<file path="src/rtl/banco_registros_pkg.sv">
`default_nettype none
// +--------------------------------------------------------------------+
// | banco_registros_pkg: shared sizes and the register-zero constant.  |
// | Rev 1.0                                                            |
// +--------------------------------------------------------------------+
package banco_registros_pkg;
  localparam int DATA_W_DEF = 32;
  localparam int ADDR_W_DEF = 5;
  localparam int NREG_DEF   = 2 ** ADDR_W_DEF;
  localparam int REG_CERO   = 0;
endpackage
`default_nettype wire

</file>
<file path="src/rtl/banco_registros_marcador_ocupado.sv">
`default_nettype none
// +--------------------------------------------------------------------+
// | marcador_ocupado: one busy bit per register, set on issue, cleared |
// | on writeback (set wins). Rev 1.0                                   |
// +--------------------------------------------------------------------+
module marcador_ocupado
  import banco_registros_pkg::*;
#(
  parameter int ADDR_W = ADDR_W_DEF
) (
  input  logic              clk,
  input  logic              rst_n,
  input  logic              set_i,
  input  logic [ADDR_W-1:0] set_addr_i,
  input  logic              clr_i,
  input  logic [ADDR_W-1:0] clr_addr_i,
  input  logic [ADDR_W-1:0] rd1_addr_i,
  input  logic [ADDR_W-1:0] rd2_addr_i,
  output logic              busy1_o,
  output logic              busy2_o
);
  localparam int NREG = 2 ** ADDR_W;
  localparam logic [ADDR_W-1:0] CERO = ADDR_W'(REG_CERO);

  logic [NREG-1:0] busy_q;
  logic [NREG-1:0] busy_d;

  always_comb begin
    busy_d = busy_q;
    if (clr_i && (clr_addr_i != CERO)) busy_d[clr_addr_i] = 1'b0;
    // Applied after the clear so a newer writer issuing this cycle stays pending.
    if (set_i && (set_addr_i != CERO)) busy_d[set_addr_i] = 1'b1;
    busy_d[0] = 1'b0;
  end

  always_ff @(posedge clk or negedge rst_n) begin
    if (!rst_n) busy_q <= '0;
    else        busy_q <= busy_d;
  end

  assign busy1_o = busy_q[rd1_addr_i] && (rd1_addr_i != CERO);
  assign busy2_o = busy_q[rd2_addr_i] && (rd2_addr_i != CERO);
endmodule
`default_nettype wire

</file>
<file path="src/rtl/banco_registros.sv">
`default_nettype none
// +--------------------------------------------------------------------+
// | banco_registros: 2R/1W register file with pending-write stall.     |
// | Optional write-through bypass: BANCO_REGISTROS_BYPASS_EN. Rev 1.0  |
// +--------------------------------------------------------------------+
module banco_registros
  import banco_registros_pkg::*;
#(
  parameter int DATA_W = DATA_W_DEF,
  parameter int ADDR_W = ADDR_W_DEF
) (
  input  logic              clk,
  input  logic              rst_n,
  input  logic [ADDR_W-1:0] RS1,
  input  logic [ADDR_W-1:0] RS2,
  output logic [DATA_W-1:0] Dato1,
  output logic [DATA_W-1:0] Dato2,
  input  logic              WE_WB,
  input  logic [ADDR_W-1:0] RD_WB,
  input  logic [DATA_W-1:0] Dato_WB,
  input  logic              ISSUE,
  input  logic [ADDR_W-1:0] RD_ISSUE,
  output logic              Stall
);
  localparam int NREG = 2 ** ADDR_W;
  localparam logic [ADDR_W-1:0] CERO = ADDR_W'(REG_CERO);

  logic [DATA_W-1:0] regs_q [NREG];
  logic              wb_valid;
  logic              busy1;
  logic              busy2;
  logic              byp1;
  logic              byp2;

  assign wb_valid = WE_WB && (RD_WB != CERO);

  // Register 0 is reset to zero and never written, so it always reads 0.
  always_ff @(posedge clk or negedge rst_n) begin
    if (!rst_n) begin
      for (int i = 0; i < NREG; i++) regs_q[i] <= '0;
    end else if (wb_valid) begin
      regs_q[RD_WB] <= Dato_WB;
    end
  end

  marcador_ocupado #(.ADDR_W(ADDR_W)) u_marcador (
    .clk        (clk),
    .rst_n      (rst_n),
    .set_i      (ISSUE),
    .set_addr_i (RD_ISSUE),
    .clr_i      (WE_WB),
    .clr_addr_i (RD_WB),
    .rd1_addr_i (RS1),
    .rd2_addr_i (RS2),
    .busy1_o    (busy1),
    .busy2_o    (busy2)
  );

`ifdef BANCO_REGISTROS_BYPASS_EN
  assign byp1 = wb_valid && (RD_WB == RS1);
  assign byp2 = wb_valid && (RD_WB == RS2);
`else
  assign byp1 = 1'b0;
  assign byp2 = 1'b0;
`endif

  assign Dato1 = byp1 ? Dato_WB : regs_q[RS1];
  assign Dato2 = byp2 ? Dato_WB : regs_q[RS2];
  assign Stall = (busy1 && !byp1) || (busy2 && !byp2);
endmodule
`default_nettype wire

</file>
<file path="config.mk">
export PLATFORM = sky130hd
export DESIGN_NAME = banco_registros
export DESIGN_NICKNAME = d
export VERILOG_FILES = /design/src/rtl/banco_registros_pkg.sv /design/src/rtl/banco_registros_marcador_ocupado.sv /design/src/rtl/banco_registros.sv
export SDC_FILE = /design/constraint.sdc
export NUM_CORES = 2
export LEC_CHECK = 0
export CAP_MARGIN = 15
export CORE_MARGIN = 3
export CORE_UTILIZATION = 55
export DETAILED_ROUTE_END_ITERATION = 7
export GPL_ROUTABILITY_DRIVEN = 0
export PLACE_DENSITY = 0.84
export SYNTH_ARGS = -nofsm -noshare
export SYNTH_HDL_FRONTEND = slang
export SYNTH_SLANG_ARGS = --single-unit
export TNS_END_PERCENT = 20
</file>
<file path="constraint.sdc">
create_clock -name clk -period 4.8 [get_ports clk]
set_input_delay 0.96 -clock clk [delete_from_list [all_inputs] [get_ports clk]]
set_output_delay 0.96 -clock clk [all_outputs]
set_load 0.05 [all_outputs]
</file>
After elaboration in Yosys (flattened, before gate mapping)
Index checks and enable logic that the tools add are counted.
Operators by class
  mux-type cells: 19
  bitwise operators: 6
  magnitude comparators: 10
  reduce and logical (&&, ||, !) cells: 12
Operators with widths (number)
  $bwmux 1024: 1
  $bmux 32 s5: 2
  $mux 32: 7
  $demux 32 s5: 1
  $and 32x32->32: 1
  $not 32->32: 1
  $or 32x32->32: 1
  $lt 5x6->1 const B: 4
  $reduce_bool 5->1: 4
  $ge 6x6->1 const B: 3
  $not 5->6: 3
  $bmux 1 s5: 2
  $demux 1 s5: 2
  $ge 5x1->1 const B: 2
  $logic_and 1x1->1: 7
  $lt 6x1->1 const B: 1
  $mux 1: 4
  $logic_or 1x1->1: 1
Storage, ports and cells
  bits of input ports: 56
  logic and storage cells: 80
  register bits: 1055
  output and inout bits: 65

Longest topological paths before layout
  depth in word-level cells: 9
  depth in mapped cells: 9

Cells and area by module
From an unflattened synthesis, not the netlist that was laid out.
Second synthesis, totals
  cell total of the unflattened synthesis: 4809
  area total of the unflattened synthesis: 57498.9 sq um
By module, submodules not included
  banco_registros: cells each 4611, sequential area each 25624.6 sq um, instances 1, area an instance 55547.0 sq um
  marcador_ocupado: cells each 198, sequential area each 775.7 sq um, instances 1, area an instance 1951.9 sq um

Least setup slack after synthesis
OpenSTA, ideal clock, no wires.
  path type: in2out
  start: input RS2[1]
  end: output Dato2[20]
  path buffers: 3
  required time: 3840 ps
  arrival: 2966 ps
  stages: 7
  setup slack: 874 ps
  cell sequence: buf_2 > buf_2 > buf_1 > mux4_2 > o22ai_1 > a211o_1 > a21oi_1
On the way
  cells in the longest elaborated chain, start to end: 4
Ends and longest elaborated chain
  start: declaration: line banco_registros.sv:15  | input logic [ADDR_W-1:0] RS2,
  $not 5->6 (implied by the code): line banco_registros.sv:68  | assign Dato2 = byp2 ? Dato_WB : regs_q[RS2];
  $bmux 32 s5: line banco_registros.sv:68
  $mux 32 (implied by the code) (2 in series): line banco_registros.sv:68
  end: declaration: line banco_registros.sv:17  | output logic [DATA_W-1:0] Dato2,
Every way passes these cells. The select of a mux whose other input is x is not followed.

Final worst setup path
  start: input RS1[3]
  end: output Dato1[19]
On the way
  cells in the longest elaborated chain, start to end: 4
Ends and longest elaborated chain
  start: declaration: line banco_registros.sv:14  | input logic [ADDR_W-1:0] RS1,
  $not 5->6 (implied by the code): line banco_registros.sv:67  | assign Dato1 = byp1 ? Dato_WB : regs_q[RS1];
  $bmux 32 s5: line banco_registros.sv:67
  $mux 32 (implied by the code) (2 in series): line banco_registros.sv:67
  end: declaration: line banco_registros.sv:16  | output logic [DATA_W-1:0] Dato1,
Every way passes these cells. The select of a mux whose other input is x is not followed.

==> results_dict.tcl <==
set metrics [dict create \
    synth_cells 3515 \
    endpoint "Dato1[19]" \
    rsz0062_at_grt "false" \
    synth_edf_count 0 \
    post_cts_resized 0 \
    dpl.hpwl_um 93500 \
    synthFlopType "dfrtp_1" \
    r2r_end "regs_q[606]" \
    drcViolationCount 0 \
    top_usage_layer "met2" \
    met2_usage 0.473 \
    nNetsFinal 3552 \
    htree_levels 3 \
    grt_usage 0.306 \
    die_w_um 322 \
    dr.first_iter.drc_count 4048 \
    die_area_um2 104000 \
    grt_use_met1 0.403 \
    fmax_ghz 0.222 \
    grt_pass1_vias 37000 \
    area_growth_pct 13.5 \
    final_common_cell "dfrtp_1" \
    initial_core_util 0.557 \
    synth_cell_types 37 \
    synth_nets 3571 \
    insertion_delay_ns 0.71 \
    critPathRequiredTime_ns 3.84 \
    hold_violations 0 \
    report.final.slew_viol_count 0 \
    vdd_ir_drop_max_uv 305 \
    drive_gt1_frac 0.547 \
    grt_util_met3 0.0860 \
    synth_warnings 0 \
    cts-root-buf "clkbuf_16" \
    max_slew_margin 0.193 \
    core_area_um2 98900 \
    end_kind "output pin" \
    post_cts_buffers 0 \
    seq_area_um2 26400 \
    vias 35200 \
    wirelength_um 157000 \
    grt_pass1_wl_um 237000 \
    rows 115 \
    antenna_found_initial 12 \
    finClkSkew_ns 0 \
    tns_ns 0 \
    worstRegToRegCells 1 \
    tightest_slew_ns 1.21 \
    grt_start_max_net_pins 143 \
    layout_common_cells "1,055 x dfrtp_1, 994 x mux2_2, 525 x mux4_2" \
    postRouteAntennaNets 0 \
    post-route-min-period_ns 4.49 \
    die_h_um 322 \
    synth-seq-cells 1055 \
    async_flop_share 1.00 \
    cts_buffers 107 \
    wl_per_cell_um 32.2 \
    cts_buffer_depth 3 \
    path_clk_slew_ns 0.06 \
    viasPerCell 7.21 \
    gr-total-overflow 0 \
    p_total_w 0.0264 \
    port_buffers 120 \
    multi_input_area_um2 27100 \
    arrival_ns 3.53 \
    fin_crit_sh 0.936 \
    setup_violations 0 \
    reg2reg_from "regs_q[606]" \
    fillers 6538 \
    dr.pass1.iters 5 \
    cp-startpoint "RS1[3]" \
    worst-setup-path-type "in2out" \
    status "complete, no violations" \
    startpoint_type "input pin" \
    cts.sinks 1055 \
    hold_slack_ns 0.275 \
    syn_avg_cell_area_um2 15.7 \
    cts_tree "yes" \
    p_leak_nw 27.3 \
    io_pins 121 \
    crit_fanout 29 \
    holdCritPathClass "in2async" \
    rrSetupSlack_ns 3.98 \
    drv_cap 0 \
    syn_area_um2 55100 \
    p_per_area_nw_per_um2 422 \
    holdBufCountCts 0 \
    synth_sequential_area_ratio 0.479 \
]
[power by group]
part	internal [W]	leakage, nW	total [W]	switching [W]
registers	0.0106	13.5	0.0118	0.00126
clock network	0.00522	1.84	0.00879	0.00357
logic	0.00343	11.9	0.00577	0.00234
[synthesized netlist by cell type, drive strengths merged, types with 2 or more instances]
cell | count | area (um2)
dfrtp | 1055 | 26400
mux2 | 994 | 11200
mux4 | 525 | 11800
clkbuf | 203 | 762
buf | 202 | 1000
mux2i | 132 | 1320
o22ai | 128 | 801
a211o | 65 | 569
a21oi | 64 | 320
nand2 | 27 | 101
o21ai | 25 | 125
nor2 | 20 | 75.1
a22o | 11 | 96.3
nand3b | 7 | 52.6
nand2b | 6 | 37.5
nand3 | 6 | 30.0
nor3b | 6 | 45.0
nand4b | 5 | 43.8
a32o | 4 | 40.0
nor2b | 4 | 25.0
o31ai | 4 | 30.0
inv | 3 | 11.3
nor3 | 3 | 15.0
o2111ai | 3 | 26.3
a211oi | 2 | 15.0
nand4 | 2 | 12.5
[metal layers]
layer / vias up / routed length, um
met5: - / 117
met4: 6 / 8320
met3: 499 / 16700
met2: 2121 / 73900
met1: 18800 / 57800
li1: 13700 / -
[cell type report]
class,count,area share
Tap cell,1287,0.0258
Inverter,3,0.000180
Clock buffer,164,0.0524
Multi-Input combinational cell,2052,0.433
Timing Repair Buffer,277,0.0590
Antenna cell,10,0.000400
Sequential cell,1055,0.422
Clock inverter,30,0.00705
[worst max-delay path, cell delays in order]
cell and delay [ns]:
clkdlybuf4s50_1 0.71, buf_4 0.33, nand3b_1 0.16, buf_12 0.27, o22ai_1 0.16, a211o_1 0.31, a21oi_1 0.34, buf_12 0.19
[state kept, by name, summed over array words and instances, names as in the netlist]
signal and flops:
u_marcador.busy_q 31, regs_q 1024
[how the worst min path moves through the flow]
| stage | from | end | slack, ns | depth (start not counted) |
|---|---|---|---|---|
| 2_1_floorplan | regs_q[1000] | regs_q[1000] | 0.44 | 1 |
| 3_3_place_gp | regs_q[1015] | regs_q[1015] | 0.38 | 0 |
| 3_5_place_dp | regs_q[1008] | regs_q[1008] | 0.38 | 0 |
| 4_1_cts | rst_n | u_marcador.busy_q[10] | 0.28 | 1 |
| 5_1_grt | rst_n | u_marcador.busy_q[10] | 0.29 | 1 |
| 6_report | rst_n | u_marcador.busy_q[11] | 0.27 | 1 |
[kinds of logic (layout without fill, tap and decap cells)]
kind of cell    after synthesis  count (layout)  share of synthesized area
compound gates              310             310                     0.0374
buf+inv                     408             474                     0.0322
flops                      1055            1055                      0.479
mux                        1651            1651                      0.442
other cells                   0              10                          0
simple gates                 91              91                    0.00893
[through the flow]
stage               instances  area [um2]   util  setup WS, ns
CTS                      4867       62500  0.632         0.347
detailed placement       4673       58700  0.594         0.359
floorplan                3515       55100      -         0.874
global placement         4673       58700  0.594         0.343
global route             4875       62500  0.632         0.218
finish                   4878       62500  0.632         0.305
Power figures use the tool's default switching activity.
